==> config.mk <==
export PLATFORM = sky130hd
export DESIGN_NAME = operand_capture
export DESIGN_NICKNAME = d
export VERILOG_FILES = /design/src/rtl/calc_pkg.sv /design/src/rtl/edge_detect.sv /design/src/rtl/operand_capture.sv
export SDC_FILE = /design/constraint.sdc
export NUM_CORES = 1
export LEC_CHECK = 0
export BUFFER_PORTS_ARGS = -buffer_cell sky130_fd_sc_hd__buf_2
export CORE_MARGIN = 3
export CORE_UTILIZATION = 28
export DETAILED_ROUTE_END_ITERATION = 7
export PLACE_DENSITY_LB_ADDON = 0.3
export SETUP_SLACK_MARGIN = 0.02
export SLEW_MARGIN = 30
export SYNTH_ARGS = -nofsm -noshare
export SYNTH_HDL_FRONTEND = slang
export SYNTH_SLANG_ARGS = --single-unit
==> constraint.sdc <==
create_clock -name clk -period 3.2 [get_ports clk]
set_clock_uncertainty 0.2 [all_clocks]
set_input_delay 0.48 -clock clk [delete_from_list [all_inputs] [get_ports clk]]
set_output_delay 0.48 -clock clk [all_outputs]
set_load 0.005 [all_outputs]
==> src/rtl/calc_pkg.sv <==
// calc_pkg: definitions shared across the calculator blocks.
//   state_e      - operand entry FSM states (ENTRY, FULL)
//   DEF_WIDTH    - default operand / switch bus width
//   DEF_NUM_OPS  - default number of operand slots per sequence
package calc_pkg;

  localparam int DEF_WIDTH   = 7;
  localparam int DEF_NUM_OPS = 2;

  typedef enum logic {
    ENTRY = 1'b0,
    FULL  = 1'b1
  } state_e;

endpackage

==> src/rtl/edge_detect.sv <==
// edge_detect: rising-edge detector for the load button.
// Only compiled when LOAD_EDGE_DETECT_EN is defined; otherwise this file is empty.
//   clk    in  system clock
//   reset  in  synchronous active-high reset (clears history)
//   sig    in  level input
//   rise   out high for the cycle where sig is high and was low last cycle
`ifdef LOAD_EDGE_DETECT_EN
module edge_detect (
  input  logic clk,
  input  logic reset,
  input  logic sig,
  output logic rise
);

  logic prev_d;
  logic prev_q;

  always_comb begin
    prev_d = sig;
  end

  always_ff @(posedge clk) begin
    if (reset) prev_q <= 1'b0;
    else       prev_q <= prev_d;
  end

  assign rise = sig & ~prev_q;

endmodule
`endif

==> src/rtl/operand_capture.sv <==
// operand_capture: collects NUM_OPS operands of WIDTH bits from the switches.
// Build option: LOAD_EDGE_DETECT_EN - accept a load only on the rising edge of num.
//   clk        in   system clock
//   reset      in   synchronous active-high reset
//   sw         in   operand value
//   num        in   load strobe
//   en_in      in   load qualifier
//   clr        in   synchronous flush of the entry sequence
//   ack        in   consumer acknowledge of a full set
//   ops        out  captured operands, slot i at [i*WIDTH +: WIDTH]
//   op_idx     out  next slot to be written (NUM_OPS when full)
//   ops_valid  out  full operand set held
//
// state | meaning
// ENTRY | accepting loads into slot op_idx
// FULL  | all slots written, loads ignored until ack or clr
module operand_capture
  import calc_pkg::*;
#(
  parameter int WIDTH   = DEF_WIDTH,
  parameter int NUM_OPS = DEF_NUM_OPS
) (
  input  logic                         clk,
  input  logic                         reset,
  input  logic [WIDTH-1:0]             sw,
  input  logic                         num,
  input  logic                         en_in,
  input  logic                         clr,
  input  logic                         ack,
  output logic [NUM_OPS*WIDTH-1:0]     ops,
  output logic [$clog2(NUM_OPS):0]     op_idx,
  output logic                         ops_valid
);

  localparam int IDX_W = $clog2(NUM_OPS) + 1;

  state_e                      state_d, state_q;
  logic [NUM_OPS*WIDTH-1:0]    ops_d, ops_q;
  logic [IDX_W-1:0]            idx_d, idx_q;
  logic                        load;

`ifdef LOAD_EDGE_DETECT_EN
  logic num_rise;

  edge_detect u_edge_detect (
    .clk   (clk),
    .reset (reset),
    .sig   (num),
    .rise  (num_rise)
  );

  assign load = num_rise & en_in;
`else
  assign load = num & en_in;
`endif

  always_ff @(posedge clk) begin
    if (reset) begin
      state_q <= ENTRY;
      ops_q   <= '0;
      idx_q   <= '0;
    end else begin
      state_q <= state_d;
      ops_q   <= ops_d;
      idx_q   <= idx_d;
    end
  end

  always_comb begin
    state_d = state_q;
    ops_d   = ops_q;
    idx_d   = idx_q;
    if (clr) begin
      state_d = ENTRY;
      ops_d   = '0;
      idx_d   = '0;
    end else begin
      case (state_q)
        ENTRY: begin
          if (load) begin
            for (int i = 0; i < NUM_OPS; i++) begin
              if (idx_q == IDX_W'(i)) ops_d[i*WIDTH +: WIDTH] = sw;
            end
            if (idx_q == IDX_W'(NUM_OPS - 1)) begin
              idx_d   = IDX_W'(NUM_OPS);
              state_d = FULL;
            end else begin
              idx_d = idx_q + IDX_W'(1);
            end
          end
        end
        FULL: begin
          // Slots keep their contents after ack so a display can still show them.
          if (ack) begin
            idx_d   = '0;
            state_d = ENTRY;
          end
        end
        default: state_d = ENTRY;
      endcase
    end
  end

  always_comb begin
    ops       = ops_q;
    op_idx    = idx_q;
    ops_valid = (state_q == FULL);
  end

endmodule

==> results.sh, run 1 <==
export IMPL_drt_wirelength_per_cell_um=11.4
export IMPL_numCtsBuffers=3
export IMPL_final_util_pct=37.6
export IMPL_slowest_stage="nand4b_1"
export IMPL_core_area_sq_mm=0.00228
export IMPL_setup_violations_final=0
export IMPL_crit_type="reg -> reg"
export IMPL_grt_busiest_layer="met2"
export IMPL_numPlacedInstances=120
export IMPL_cts_tree="yes"
export IMPL_grt_pass1_wl_um=2490
export IMPL_hold_class="in -> reg"
export IMPL_synth_avg_cell_area_sq_um=10.3
export IMPL_hpwl_um=1040
export IMPL_worst_pin_slew_ns=0.590
export IMPL_drcViolationCount=0
export IMPL_postCtsHoldBufs=0
export IMPL_p_total_mw=0.355
export IMPL_yosysWarnings=0
export IMPL_clock_sinks=17
export IMPL_path_clk_slew_ns=0.09
export IMPL_area_growth_pct=24.4
export IMPL_crit_chain="inv_1 > ha_1 > nand4b_1 > mux2i_1 > nor2_1"
export IMPL_die_h_um=55.6
export IMPL_holdWs_ns=0.241
export IMPL_antenna_cells=0
export IMPL_critPathMaxStageDelay_ns=0.44
export IMPL_track_usage_pct=10.2
export IMPL_numPortBuffers=29
export IMPL_fin_crit_sh_pct=55.2
export IMPL_cp_start_kind="flop"
export IMPL_clkLatencyLatePin_ns=0.28
export IMPL_gr_usage_met3_pct=6.50
export IMPL_first_pass_iters=4
export IMPL_hold_viol=0
export IMPL_routed_wl_um=1410
export IMPL_netlist_area_sq_um=688
export IMPL_fin_ws_ns=1.43
export IMPL_fmaxAchievable_ghz=0.566
export IMPL_grt_max_degree=18
export IMPL_die_x_um=55.6
export IMPL_ys_types=16
export IMPL_layout_drive_gt1_share_pct=33.3
export IMPL_cts_resized=0
export IMPL_final_area_sq_um=856
export IMPL_grt_use_met1_pct=12.1
export IMPL_antenna_found_initial=0
export IMPL_dieArea_sq_mm=0.00309
export IMPL_cts_setup_buffers=0
export IMPL_critPathMaxFanout=7
export IMPL_syn_instance_count=67
export IMPL_clock_root_buffer="clkbuf_4"
export IMPL_vdd_drop_max_mv=0.374
export IMPL_instances_no_fill=124
export IMPL_use_met2_pct=15.7
export IMPL_period_minus_slack_ns=1.77
export IMPL_io_pins=30
export IMPL_place_ws_ns=1.37
export IMPL_p_leak_nw=0.461
export IMPL_initial_utilization_pct=30.2
export IMPL_ant_nets=0
export IMPL_crit_path_end_kind="flop"
export IMPL_viasPerCell=4.44
export IMPL_arrival_ns=1.72
export IMPL_ys_seq_area_share_pct=49.5
export IMPL_cap_violations=0
export IMPL_drtIter0Drc=12
export IMPL_drv_slew=0
export IMPL_gp_congestion=0.692
export IMPL_grt_pass1_vias=561
export IMPL_overflow=0
export IMPL_ys_seq_elements=17
export IMPL_relSlewSlack_pct=60.7
export IMPL_row_count=17
export IMPL_dpl_cell_area_sq_um=830
export IMPL_power_density_mw_per_mm2=414
export IMPL_required_ns=3.15
export IMPL_finalSetupTns_ns=0
export IMPL_clockBufferDepth=2
export IMPL_layout_nets=112
export IMPL_ctsHtreeMaxLevel=1
export IMPL_outcome="finished, final reports clean"
export IMPL_final_cell_mix="buf_2 (29), dfxtp_1 (17), mux2i_1 (14), nor2_1 (14)"
export IMPL_syn_nets=82
export IMPL_vias=550
export IMPL_final_common_cell="buf_2"
export IMPL_rsz0062_at_grt="false"
cell usage after synthesis:
cell      instances  area (sq um)
o21ai_0           1          5.00
a21oi_1           3          15.0
nor2b_1           1          6.26
or2b_1            1          7.51
or2_1             1          6.26
inv_1             3          11.3
buf_2             1          5.00
mux2i_1          14           140
nor3_1            2          10.0
nand4b_1          2          17.5
nand4_1           1          6.26
ha_1              2          25.0
dfxtp_1          17           340
nor2_1           14          52.6
buf_6             3          33.8
a31oi_1           1          6.26
worst max-delay path: cells and delay by family (launching register included):
kind	cells	cell delay [ns]
AND/OR/NAND/NOR	2	0.51
multiplexers	1	0.35
flip-flops	1	0.34
adder cells (fa/ha/maj)	1	0.15
buffers and inverters	1	0.09
flip-flops by register name (all words and copies together), names as in the netlist:
register	flops
op_idx	2
ops	14
ops_valid	1
final cells by class:
type                    instances  area [sq um]
repair buffers                 29           145
inverters                       3          11.3
multi-input cells              43           298
flip-flops and latches         17           340
fillers                       253          1420
clock buffers                   4          26.3
well taps                      28          35.0
kinds of logic after synthesis:
group / synth area share, %
mux: 20.4
fa+ha+maj: 3.64
buf+inv: 7.27
simple gates: 15.5
compound gates: 3.82
flops: 49.5
report_power, final:
group	leakage [nW]	total [mW]	internal [mW]	switching, mW
Sequential	0.137	0.216	0.214	0.00159
Clock	0.0150	0.108	0.0484	0.0601
Combinational	0.309	0.0303	0.0144	0.0159
Total	0.461	0.355	0.277	0.0776
final timing paths:
| kind | slack (ns) | start | depth (start not counted) | to |
|---|---|---|---|---|
| setup / recovery | 1.43 | op_idx[0]$_SDFFE_PP0P_ | 5 | ops[6]$_SDFFE_PP0P_ |
| hold reg to reg | 0.30 | ops[4]$_SDFFE_PP0P_ | 2 | ops[4]$_SDFFE_PP0P_ |
| setup reg to reg | 1.43 | op_idx[0]$_SDFFE_PP0P_ | 5 | ops[6]$_SDFFE_PP0P_ |
| hold / removal | 0.24 | sw[0] | 3 | ops[7]$_SDFFE_PP0P_ |
metal layers:
| metal | vias to the layer above | wire length (um) |
|---|---|---|
| li1 | 282 | - |
| met3 | 0 | 150 |
| met5 | - | 0 |
| met1 | 244 | 611 |
| met2 | 24 | 652 |
| met4 | 0 | 0 |
Note: power is estimated with default switching activity, not from simulation.
==> inputs of run 2 (changes only) <==
- ABC_AREA: not set -> 1
- clock period: 3.2 -> 1.62 ns (I/O delays scaled with it)
==> results.sh, run 2 <==
export IMPL_outcome="finished, final reports clean"
export IMPL_clkLatencyLatePin_ns=0.29
export IMPL_gp_congestion=0.696
export IMPL_dieArea_sq_mm=0.00352
export IMPL_core_area_sq_mm=0.00259
export IMPL_viasPerCell=4.24
export IMPL_yosysWarnings=0
export IMPL_p_total_mw=0.760
export IMPL_slowest_stage="dfxtp_1"
export IMPL_finalSetupTns_ns=0
export IMPL_io_pins=30
export IMPL_layout_nets=167
export IMPL_largest_reg_flops=14
export IMPL_fmaxAchievable_ghz=0.711
export IMPL_path_clk_slew_ns=0.10
export IMPL_antenna_cells=0
export IMPL_ctsHtreeMaxLevel=1
export IMPL_synth_most_common_cell="nor2_1"
export IMPL_hold_viol=0
export IMPL_synth_top_area_share_pct=42.7
export IMPL_cts_tree="yes"
export IMPL_drcViolationCount=0
export IMPL_grt_pass1_wl_um=2990
export IMPL_ys_flop_type="dfxtp_1"
export IMPL_track_usage_pct=11.1
export IMPL_worst_pin_slew_ns=0.304
export IMPL_die_x_um=59.4
export IMPL_ant_nets=0
export IMPL_crit_chain="inv_1 > ha_1 > inv_2 > nor2_4 > nor2_1 > nor2_1"
export IMPL_synth_avg_cell_area_sq_um=7.05
export IMPL_clock_sinks=17
export IMPL_drt_wirelength_per_cell_um=9.60
export IMPL_ys_seq_area_share_pct=42.7
export IMPL_synthTopCellsByArea="dfxtp_1 (43%), nor2_1 (14%), nand2_1 (11%)"
export IMPL_clockBufferDepth=2
export IMPL_setup_violations_final=0
export IMPL_row_count=18
export IMPL_routed_wl_um=1740
export IMPL_area_growth_pct=33.3
export IMPL_rsz0062_at_grt="false"
export IMPL_final_cell_mix="nor2_1 (29), buf_2 (29), nand2_1 (23)"
export IMPL_synth_edf_count=0
export IMPL_cp_common_cell="nor2_1"
export IMPL_initial_utilization_pct=30.8
export IMPL_relSlewSlack_pct=79.7
export IMPL_p_leak_nw=0.529
export IMPL_antenna_found_initial=0
export IMPL_synth_async_reset_ratio_pct=0
export IMPL_syn_nets=128
export IMPL_layout_drive_gt1_share_pct=29.8
export IMPL_reg2reg_from="op_idx[1]$_SDFFE_PP0P_"
export IMPL_fin_crit_sh_pct=86.9
export IMPL_die_h_um=59.4
export IMPL_crit_type="reg -> reg"
export IMPL_cp_startpoint="op_idx[1]$_SDFFE_PP0P_"
export IMPL_power_density_mw_per_mm2=715
export IMPL_required_ns=1.65
export IMPL_numPortBuffers=29
export IMPL_hold_class="in -> reg"
export IMPL_yosysTopAreaCell="dfxtp_1"
export IMPL_drv_slew=0
export IMPL_overflow=0
export IMPL_netlist_area_sq_um=797
export IMPL_critPathMaxStageDelay_ns=0.34
export IMPL_holdCritStartpoint="reset"
export IMPL_hpwl_um=1350
export IMPL_ys_types=18
export IMPL_numCtsBuffers=3
export IMPL_grt_max_degree=15
export IMPL_synthTopCellsByCount="nor2_1 (29), nand2_1 (23), dfxtp_1 (17), inv_1 (17), nand3_1 (8)"
export IMPL_vdd_drop_max_mv=0.562
export IMPL_critPathMaxFanout=8
export IMPL_drtIter0Drc=16
export IMPL_clock_root_buffer="clkbuf_4"
export IMPL_cp_start_kind="flop"
export IMPL_cts_setup_buffers=0
export IMPL_vias=768
export IMPL_period_minus_slack_ns=1.41
export IMPL_cap_violations=0
export IMPL_ys_seq_elements=17
export IMPL_grt_pass1_vias=700
export IMPL_syn_instance_count=113
export IMPL_first_pass_iters=4
export IMPL_arrival_ns=1.44
export IMPL_crit_path_end_kind="flop"
## run 2: final cells by class
class | count | area (sq um)
flip-flops and latches | 17 | 340
well taps | 30 | 37.5
multi-input cells | 74 | 364
fillers | 271 | 1530
clock buffers | 4 | 26.3
inverters | 19 | 71.3
repair buffers | 37 | 223
## run 2: through the flow
step	instances	setup slack (ns)	utilization, %	cell area [sq um]	hold slack, ns
final	181	0.213	41.0	1060	0.0322
after floorplan	113	0.297	-	797	0.178
after global routing	181	0.0826	41.0	1060	0.0268
after global placement	170	0.261	37.3	966	0.272
after detailed placement	170	0.237	37.3	966	0.275
after CTS	181	0.208	41.0	1060	0.0278
## run 2: worst max-delay path, delay by kind of cell (launching register included)
kind | cells | cell delay [ns]
adders and majority gates | 1 | 0.31
buffers and inverters | 2 | 0.15
DFF | 1 | 0.34
and+or+nand+nor | 3 | 0.35
## run 2: timing repair
item / CTS / global route
hold buffers: 7 / 0
resized for setup: 0 / 0
endpoints found under the hold margin: 7 / 0
## run 2: cells by family after synthesis
kind of cell    Yosys count  synth area share, %
buf+inv                  22                 11.6
compound gates            3                 2.35
fa+ha+maj                 2                 3.14
simple gates             69                 40.2
flops                    17                 42.7
## run 2: layer usage
layer / track usage [%] / wire [um] / up-vias
met4: 1.94 / 12 / 0
met5: 0 / 0 / -
met1: 13.3 / 739 / 329
met3: 4.79 / 126 / 2
li1: - / - / 413
met2: 18.7 / 858 / 24
## run 2: report_power, final
| group | internal (mW) | total [mW] | switching, mW |
|---|---|---|---|
| logic | 0.0480 | 0.104 | 0.0563 |
| registers | 0.426 | 0.430 | 0.00443 |
| clock network | 0.0958 | 0.225 | 0.129 |
| total | 0.570 | 0.760 | 0.190 |
## run 2: path summary, 6_finish.rpt
path / cells after the start / slack, ns / endpoint
max: 6 / 0.21 / ops[12]$_SDFFE_PP0P_
min: 4 / 0.03 / ops[3]$_SDFFE_PP0P_
max reg2reg: 6 / 0.21 / ops[12]$_SDFFE_PP0P_
min reg2reg: 2 / 0.29 / ops[7]$_SDFFE_PP0P_
==> inputs of run 3 (changes only) <==
- BUFFER_PORTS_ARGS: -buffer_cell sky130_fd_sc_hd__buf_2 -> -buffer_cell sky130_fd_sc_hd__buf_4
==> results.sh, run 3 (synthesized netlist as in run 2, its figures left out) <==
export IMPL_core_area_sq_mm=0.00259
export IMPL_overflow=0
export IMPL_required_ns=1.67
export IMPL_grt_pass1_wl_um=3110
export IMPL_numCtsBuffers=3
export IMPL_finalSetupTns_ns=0
export IMPL_p_leak_nw=0.541
export IMPL_path_clk_slew_ns=0.11
export IMPL_numPortBuffers=29
export IMPL_power_density_mw_per_mm2=695
export IMPL_fmaxAchievable_ghz=0.713
export IMPL_grt_max_degree=17
export IMPL_io_pins=30
export IMPL_viasPerCell=4.13
export IMPL_combPwrFrac_pct=14.9
export IMPL_gp_congestion=0.703
export IMPL_cts_setup_buffers=0
export IMPL_cap_violations=0
export IMPL_seqPwrFrac_pct=54.5
export IMPL_track_usage_pct=11.8
export IMPL_routed_wl_um=1810
export IMPL_p_int_mw=0.579
export IMPL_fin_crit_sh_pct=86.6
export IMPL_relSlewSlack_pct=81.4
export IMPL_p_total_mw=0.790
export IMPL_outcome="finished, final reports clean"
export IMPL_drv_slew=0
export IMPL_layout_drive_gt1_share_pct=30.5
export IMPL_crit_path_end_kind="flop"
export IMPL_rsz0062_at_grt="false"
export IMPL_layout_nets=167
export IMPL_cts_tree="yes"
export IMPL_drtIter0Drc=17
export IMPL_largest_reg_flops=14
export IMPL_clockBufferDepth=2
export IMPL_p_sw_mw=0.211
export IMPL_clockPowerShare_pct=30.6
export IMPL_sw_frac_of_total_pct=26.8
export IMPL_drt_wirelength_per_cell_um=9.98
export IMPL_arrival_ns=1.46
export IMPL_final_common_cell="buf_4"
export IMPL_grt_pass1_vias=752
export IMPL_final_cell_mix="buf_4 (30), nor2_1 (29), nand2_1 (23)"
export IMPL_antenna_cells=0
export IMPL_setup_violations_final=0
export IMPL_row_count=18
export IMPL_drcViolationCount=0
export IMPL_clock_root_buffer="clkbuf_4"
export IMPL_cp_start_kind="flop"
export IMPL_dieArea_sq_mm=0.00352
export IMPL_period_minus_slack_ns=1.40
export IMPL_vdd_drop_max_mv=0.424
export IMPL_first_pass_iters=4
export IMPL_ant_nets=0
export IMPL_die_x_um=59.4
export IMPL_critPathMaxFanout=8
export IMPL_initial_utilization_pct=30.8
export IMPL_vias=747
export IMPL_die_h_um=59.4
export IMPL_clock_sinks=17
export IMPL_worst_pin_slew_ns=0.279
export IMPL_area_growth_pct=42.5
export IMPL_hpwl_um=1380
export IMPL_clkLatencyLatePin_ns=0.30
export IMPL_antenna_found_initial=0
export IMPL_hold_viol=0
export IMPL_crit_type="reg -> reg"
export IMPL_ctsHtreeMaxLevel=1
export IMPL_hold_class="in -> reg"
run 3: changes by cell type in the layout (fill, tap and decap cells not counted), sizes merged:
cell	previous run	this run
clkbuf	4	3
clkinv	0	1
run 3: critical path, cell delays in order (launching register included):
cell and delay (ns):
dfxtp_1 0.34, inv_1 0.08, ha_1 0.31, inv_2 0.07
nor2_4 0.19, nor2_1 0.06, nor2_1 0.10
run 3: power groups by stage:
stage                     Clock, mW  Sequential [mW]  Combinational, mW
after floorplan                   0            0.441             0.0555
after global placement            0            0.440              0.103
after detailed placement          0            0.440              0.105
after CTS                     0.249            0.431              0.119
after global routing          0.264            0.432              0.133
final                         0.242            0.431              0.118
run 3: path summary, 6_finish.rpt:
check                                       startpoint              endpoint  slack [ns]  cells past startpoint
worst max register to register  op_idx[1]$_SDFFE_PP0P_   ops[9]$_SDFFE_PP0P_        0.22                      6
worst min-delay path                               ack  ops_valid$_SDFF_PP0_        0.02                      4
worst min register to register    ops[10]$_SDFFE_PP0P_  ops[10]$_SDFFE_PP0P_        0.29                      2
worst max-delay path            op_idx[1]$_SDFFE_PP0P_   ops[9]$_SDFFE_PP0P_        0.22                      6
run 3: layout make-up:
cell class / instances / area (sq um)
fill: 267 / 1450
multi-input combinational: 74 / 364
sequential: 17 / 340
timing repair buffer: 37 / 295
inverter: 19 / 71.3
tap: 30 / 37.5
clock buffer: 3 / 22.5
clock inverter: 1 / 5.00
run 3: stage by stage:
stage               instance area [sq um]  setup WS, ns  hold WS, ns  util (%)  std cells
floorplan                             797         0.297        0.178         -        113
global placement                     1040         0.261        0.280      40.1        170
detailed placement                   1040         0.233        0.275      40.1        170
CTS                                  1140         0.208       0.0177      43.9        181
global route                         1140        0.0776       0.0516      43.9        181
finish                               1140         0.217       0.0203      43.9        181
run 3: repair_timing:
action,in CTS,in global routing
resized for setup,0,0
endpoints found under the hold margin,7,0
hold buffers,7,0
run 3: per-layer routing:
metal  part of all wire, %  vias up  GRT usage (%)
li1                      -      410              -
met1                    44      314           13.0
met2                    49       18           20.3
met3                   4.8        5           2.40
met4                   2.7        0           7.77
met5                     0        -              0
